## src/rtl/chain_score_pipe.sv

```systemverilog
// Six-stage flow-controlled anchor-pair chaining score: min(min(dr,dq),w) - gap_cost.
// Define CHAIN_SCORE_SAT_EN to saturate the score instead of wrapping it.
module chain_score_pipe #(
  parameter int unsigned DW       = 32,
  parameter int unsigned TAG_W    = 16,
  parameter int unsigned MAX_DIST = 5000,
  parameter int unsigned BW       = 500
) (
  input  logic             clk,
  input  logic             reset,
  input  logic             in_valid,
  output logic             in_ready,
  input  logic [DW-1:0]    ri_x,
  input  logic [DW-1:0]    ri_y,
  input  logic [DW-1:0]    qi_x,
  input  logic [DW-1:0]    qi_y,
  input  logic [DW-1:0]    w,
  input  logic [DW-1:0]    w_avg,
  input  logic [TAG_W-1:0] in_tag,
  output logic             out_valid,
  input  logic             out_ready,
  output logic [DW-1:0]    score,
  output logic             keep,
  output logic [TAG_W-1:0] out_tag
);

  localparam int unsigned PW = 2 * DW;
  localparam int unsigned LW = $clog2(DW);
  localparam int unsigned CW = (DW > 32) ? DW : 32;

  typedef struct packed {
    logic             valid;
    logic [DW-1:0]    dr;
    logic [DW-1:0]    dq;
    logic [DW-1:0]    w;
    logic [DW-1:0]    wavg;
    logic [TAG_W-1:0] tag;
  } s1_t;

  typedef struct packed {
    logic             valid;
    logic [DW-1:0]    dd;
    logic [DW-1:0]    mn;
    logic [DW-1:0]    w;
    logic [DW-1:0]    wavg;
    logic             rej;
    logic [TAG_W-1:0] tag;
  } s2_t;

  typedef struct packed {
    logic             valid;
    logic [DW-1:0]    a;
    logic [PW-1:0]    prod;
    logic [DW-1:0]    dd;
    logic             rej;
    logic [TAG_W-1:0] tag;
  } s3_t;

  typedef struct packed {
    logic             valid;
    logic [DW-1:0]    a;
    logic [DW-1:0]    q;
    logic [LW-1:0]    lg;
    logic             ddz;
    logic             rej;
    logic [TAG_W-1:0] tag;
  } s4_t;

  typedef struct packed {
    logic             valid;
    logic [DW-1:0]    a;
    logic [DW-1:0]    b;
    logic             rej;
    logic [TAG_W-1:0] tag;
  } s5_t;

  typedef struct packed {
    logic             valid;
    logic [DW-1:0]    score;
    logic             keep;
    logic [TAG_W-1:0] tag;
  } s6_t;

  s1_t s1_d, s1_q;
  s2_t s2_d, s2_q;
  s3_t s3_d, s3_q;
  s4_t s4_d, s4_q;
  s5_t s5_d, s5_q;
  s6_t s6_d, s6_q;

  logic               en;
  logic [PW-1:0]      quot;
  logic [LW-1:0]      lg;
  logic [DW:0]        sum;
  logic signed [DW+1:0] d;
`ifdef CHAIN_SCORE_SAT_EN
  logic               fits;
`endif

  assign en       = !s6_q.valid || out_ready;
  assign in_ready = en;

  always_comb begin
    s1_d.valid = in_valid;
    s1_d.dr    = (ri_x >= ri_y) ? ri_x - ri_y : ri_y - ri_x;
    s1_d.dq    = (qi_x >= qi_y) ? qi_x - qi_y : qi_y - qi_x;
    s1_d.w     = w;
    s1_d.wavg  = w_avg;
    s1_d.tag   = in_tag;

    s2_d.valid = s1_q.valid;
    s2_d.dd    = (s1_q.dr >= s1_q.dq) ? s1_q.dr - s1_q.dq : s1_q.dq - s1_q.dr;
    s2_d.mn    = (s1_q.dr < s1_q.dq) ? s1_q.dr : s1_q.dq;
    s2_d.w     = s1_q.w;
    s2_d.wavg  = s1_q.wavg;
    s2_d.rej   = (s1_q.dr == '0) || (s1_q.dq == '0) ||
                 (CW'(s1_q.dr) > CW'(MAX_DIST)) || (CW'(s1_q.dq) > CW'(MAX_DIST));
    s2_d.tag   = s1_q.tag;

    s3_d.valid = s2_q.valid;
    s3_d.a     = (s2_q.mn < s2_q.w) ? s2_q.mn : s2_q.w;
    s3_d.prod  = PW'(s2_q.dd) * PW'(s2_q.wavg);
    s3_d.dd    = s2_q.dd;
    s3_d.rej   = s2_q.rej || (CW'(s2_q.dd) > CW'(BW));
    s3_d.tag   = s2_q.tag;

    // Highest set bit of dd; stays 0 for dd of 0 or 1.
    quot = s3_q.prod / PW'(100);
    lg   = '0;
    for (int i = 0; i < DW; i++) begin
      if (s3_q.dd[i]) lg = LW'(i);
    end
    s4_d.valid = s3_q.valid;
    s4_d.a     = s3_q.a;
    s4_d.q     = (|quot[PW-1:DW]) ? {DW{1'b1}} : quot[DW-1:0];
    s4_d.lg    = lg;
    s4_d.ddz   = (s3_q.dd == '0);
    s4_d.rej   = s3_q.rej;
    s4_d.tag   = s3_q.tag;

    sum        = {1'b0, s4_q.q} + (DW+1)'(s4_q.lg >> 1);
    s5_d.valid = s4_q.valid;
    s5_d.a     = s4_q.a;
    s5_d.b     = s4_q.ddz ? '0 : (sum[DW] ? {DW{1'b1}} : sum[DW-1:0]);
    s5_d.rej   = s4_q.rej;
    s5_d.tag   = s4_q.tag;

    d          = {2'b00, s5_q.a} - {2'b00, s5_q.b};
    s6_d.valid = s5_q.valid;
`ifdef CHAIN_SCORE_SAT_EN
    fits = (d[DW+1:DW-1] == 3'b000) || (d[DW+1:DW-1] == 3'b111);
    if (fits)        s6_d.score = d[DW-1:0];
    else if (d[DW+1]) s6_d.score = {1'b1, {(DW-1){1'b0}}};
    else             s6_d.score = {1'b0, {(DW-1){1'b1}}};
`else
    s6_d.score = d[DW-1:0];
`endif
    s6_d.keep  = !s5_q.rej;
    s6_d.tag   = s5_q.tag;
  end

  always_ff @(posedge clk) begin
    if (reset) begin
      s1_q <= '0;
      s2_q <= '0;
      s3_q <= '0;
      s4_q <= '0;
      s5_q <= '0;
      s6_q <= '0;
    end else if (en) begin
      s1_q <= s1_d;
      s2_q <= s2_d;
      s3_q <= s3_d;
      s4_q <= s4_d;
      s5_q <= s5_d;
      s6_q <= s6_d;
    end
  end

  assign out_valid = s6_q.valid;
  assign score     = s6_q.score;
  assign keep      = s6_q.keep;
  assign out_tag   = s6_q.tag;

endmodule

```

## config.mk

```make
export PLATFORM = sky130hd
export DESIGN_NAME = chain_score_pipe
export DESIGN_NICKNAME = d
export VERILOG_FILES = /design/src/rtl/chain_score_pipe.sv
export SDC_FILE = /design/constraint.sdc
export NUM_CORES = 2
export LEC_CHECK = 0
export CAP_MARGIN = 30
export CORE_MARGIN = 5
export CORE_UTILIZATION = 30
export CTS_CLUSTER_DIAMETER = 150
export DETAILED_ROUTE_END_ITERATION = 6
export GPL_ROUTABILITY_DRIVEN = 0
export PLACE_DENSITY = 0.43
export REMOVE_ABC_BUFFERS = 1
export SYNTH_ARGS = -nofsm -noshare
export SYNTH_HDL_FRONTEND = slang
export SYNTH_SLANG_ARGS = --single-unit
```

## constraint.sdc

```tcl
create_clock -name clk -period 55.1 [get_ports clk]
set_input_delay 8.265 -clock clk [delete_from_list [all_inputs] [get_ports clk]]
set_output_delay 8.265 -clock clk [all_outputs]
set_load 0.05 [all_outputs]
```

==> flow_summary.ini <==
[yosys]
synth_cells = 10700
synth_compound_area_frac = 0.212
netlist_area_um2 = 84800
synth_common_cells = 1984 x nand2_1, 1340 x inv_1, 952 x a21oi_1
ys_types = 193
synth_seq_cells = 654
yosysTopAreaCell = fa_1
async_flop_share = 0
synth.mux.area_fraction = 0.0193
yosys-top-cells-area = fa_1 21%, dfxtp_1 15%, nand2_1 8.8%
synth_edf_count = 0
yosysTopAreaCellShare = 0.213
synthAdderAreaFrac = 0.291
synthXorXnorAreaFrac = 0.0309
yosysSeqAreaShare = 0.154
synthSimpleGateAreaFrac = 0.193
synth.most_common_cell = nand2_1
yosys_warnings = 0
synth_top_family_by_area = adder cells
syn_area_per_cell_um2 = 7.91
synth_flop_cell = dfxtp_1

[place]
dpl_cell_area_um2 = 89900
portBuffers = 262
dp.cells = 14200
place_hpwl_mm = 223

[worst_setup_path]
worstReg2RegEnd = s4_q[23]
reg2reg_slack_ns = 11.61
r2r_cells = 126
cp_slowest_stage_delay_ns = 0.89
arrival_ns = 44.10
startpoint_type = register
critPathSlowestCell = a22oi_1
critPathCaptureType = register
path_class = register to register
crit_required_ns = 55.71
reg2reg_from = s3_q[108]
crit_fanout = 23

[timing]
rsz0062_at_grt = no
tns_ns = 0
slew_headroom = 0.280
worst_pin_slew_ns = 1.08
slew_violations = 0
fin_crit_ns = 43.49
final_hold_viol_count = 0
period_share = 0.789
timing.fmax_mhz = 23.0
finalClockSkew_ns = 0.0636
final-setup-viol-count = 0

[detailed_routing]
dr.pass1.iters = 6
ant_nets = 0
vias = 74300
route.detailed.drc = 0
drt-total-wl_mm = 291
via_per_inst = 5.18
drt_iter0_drc = 5248
wire_per_inst_um = 20.3

[clocking]
cts_setup_buffers = 0
cts_tree = built
cts.sinks = 654
htree_levels = 3
ctsResizeCount = 0
cts.path.max_buffers = 3
root_buffer = clkbuf_16
path_clk_slew_ns = 0.06
cts_hold_buf = 0
numCtsBuffers = 85
clock_latency_ns = 0.73

[die]
rows = 195
die_area_um2 = 293000
placeableCoreArea_um2 = 282000
dieWidth_um = 542
fp.dieH_um = 542
initial_core_util = 0.301
ios = 263

[finish]
seq_area_um2 = 13100
area_growth_pct = 9.51
multiInputGateArea_um2 = 63300
stdcell_area_um2 = 92900
instances_no_fill = 14300
fin_util = 0.330
nFillCells = 29900
drive_above_1_share = 0.0701
nNetsFinal = 12200

[global_routing]
grt_max_degree = 165
grt_pass1_vias = 75100
grt_pass1_wl_mm = 453
antenna_found_initial = 7
gr-total-overflow = 0
grt_usage = 0.194

[hold_path]
hp-class = register to register
hold_depth = 2
hold_path_end = out_tag[0]
hp-start = out_tag[0]

[outcome]
status = finished, final reports clean

[run]
cap_violations = 0
logic make-up (layout without fill, tap and decap cells):
kind of cell / Yosys count / count (layout)
buf+inv: 2036 / 1900
fa+ha+maj: 1431 / 1431
other cells: 0 / 3
flops: 654 / 654
xor+xnor: 280 / 280
simple gates: 3561 / 3561
mux: 154 / 154
compound gates: 2607 / 2607
registers in the layout, summed over array words and instances, names as in the netlist:
register and count:
keep 1, s1_q 145, s2_q 146, out_tag 16
s3_q 144, s4_q 87, score 32, s5_q 82
out_valid 1
critical path, delay by kind of cell, from the launching register on:
kind | cells | cell delay [ns]
simple gates | 35 | 10.42
xor+xnor | 8 | 3.25
mux | 6 | 2.35
compound gates | 76 | 26.17
buf+inv | 1 | 0.25
flops | 1 | 0.82
stage by stage:
step	hold WS, ns	setup slack [ns]
CTS	0.448	12.00
floorplan	0.408	-14.57
finish	0.446	11.61
global placement	0.438	13.11
global route	0.465	8.58
detailed placement	0.439	12.18
how the worst max path moves through the flow:
stage | slack, ns | depth (start not counted) | start | endpoint
final | 11.61 | 126 | s3_q[108] | s4_q[23]
after global routing | 8.58 | 126 | s3_q[108] | s4_q[23]
after CTS | 12.00 | 128 | s3_q[108] | s4_q[23]
after floorplan | -14.57 | 2 | out_ready | in_ready
after global placement | 13.11 | 127 | s3_q[108] | s4_q[23]
after detailed placement | 12.18 | 127 | s3_q[108] | s4_q[23]
metal layers:
layer | routed length, µm | up-vias | global-route usage
met5 | 12 | - | 0
met4 | 6710 | 2 | 0.0448
met3 | 14200 | 319 | 0.0243
met2 | 136000 | 1901 | 0.324
met1 | 134000 | 36800 | 0.266
li1 | - | 35300 | -
area by class of cell:
cell class / count / share of cell area
Sequential cell: 654 / 0.141
Antenna cell: 3 / 0.0000808
Multi-Input combinational cell: 8033 / 0.682
Timing Repair Buffer: 399 / 0.0404
Tap cell: 3743 / 0.0504
Clock inverter: 34 / 0.00556
Clock buffer: 116 / 0.0258
Inverter: 1351 / 0.0547
placed cells by master (no fill, tap or decap), drive strengths merged, types with 88 or more instances in the layout:
| cell | n |
|---|---|
| nand2 | 1996 |
| dfxtp | 654 |
| inv | 1351 |
| xnor2 | 191 |
| buf | 138 |
| nor2 | 494 |
| nand3 | 142 |
| o21ai | 330 |
| ha | 518 |
| a21o | 207 |
| fa | 904 |
| o21a | 101 |
| a211oi | 208 |
| xor2 | 88 |
| a21oi | 981 |
| o21bai | 93 |
| clkdlybuf4s50 | 261 |
| mux2i | 124 |
| clkbuf | 116 |
| and2 | 301 |
| nor3 | 153 |
Power is left out: the tool's default activity adds up to more than one toggle a clock period on the data nets, which glitch-free logic cannot reach.
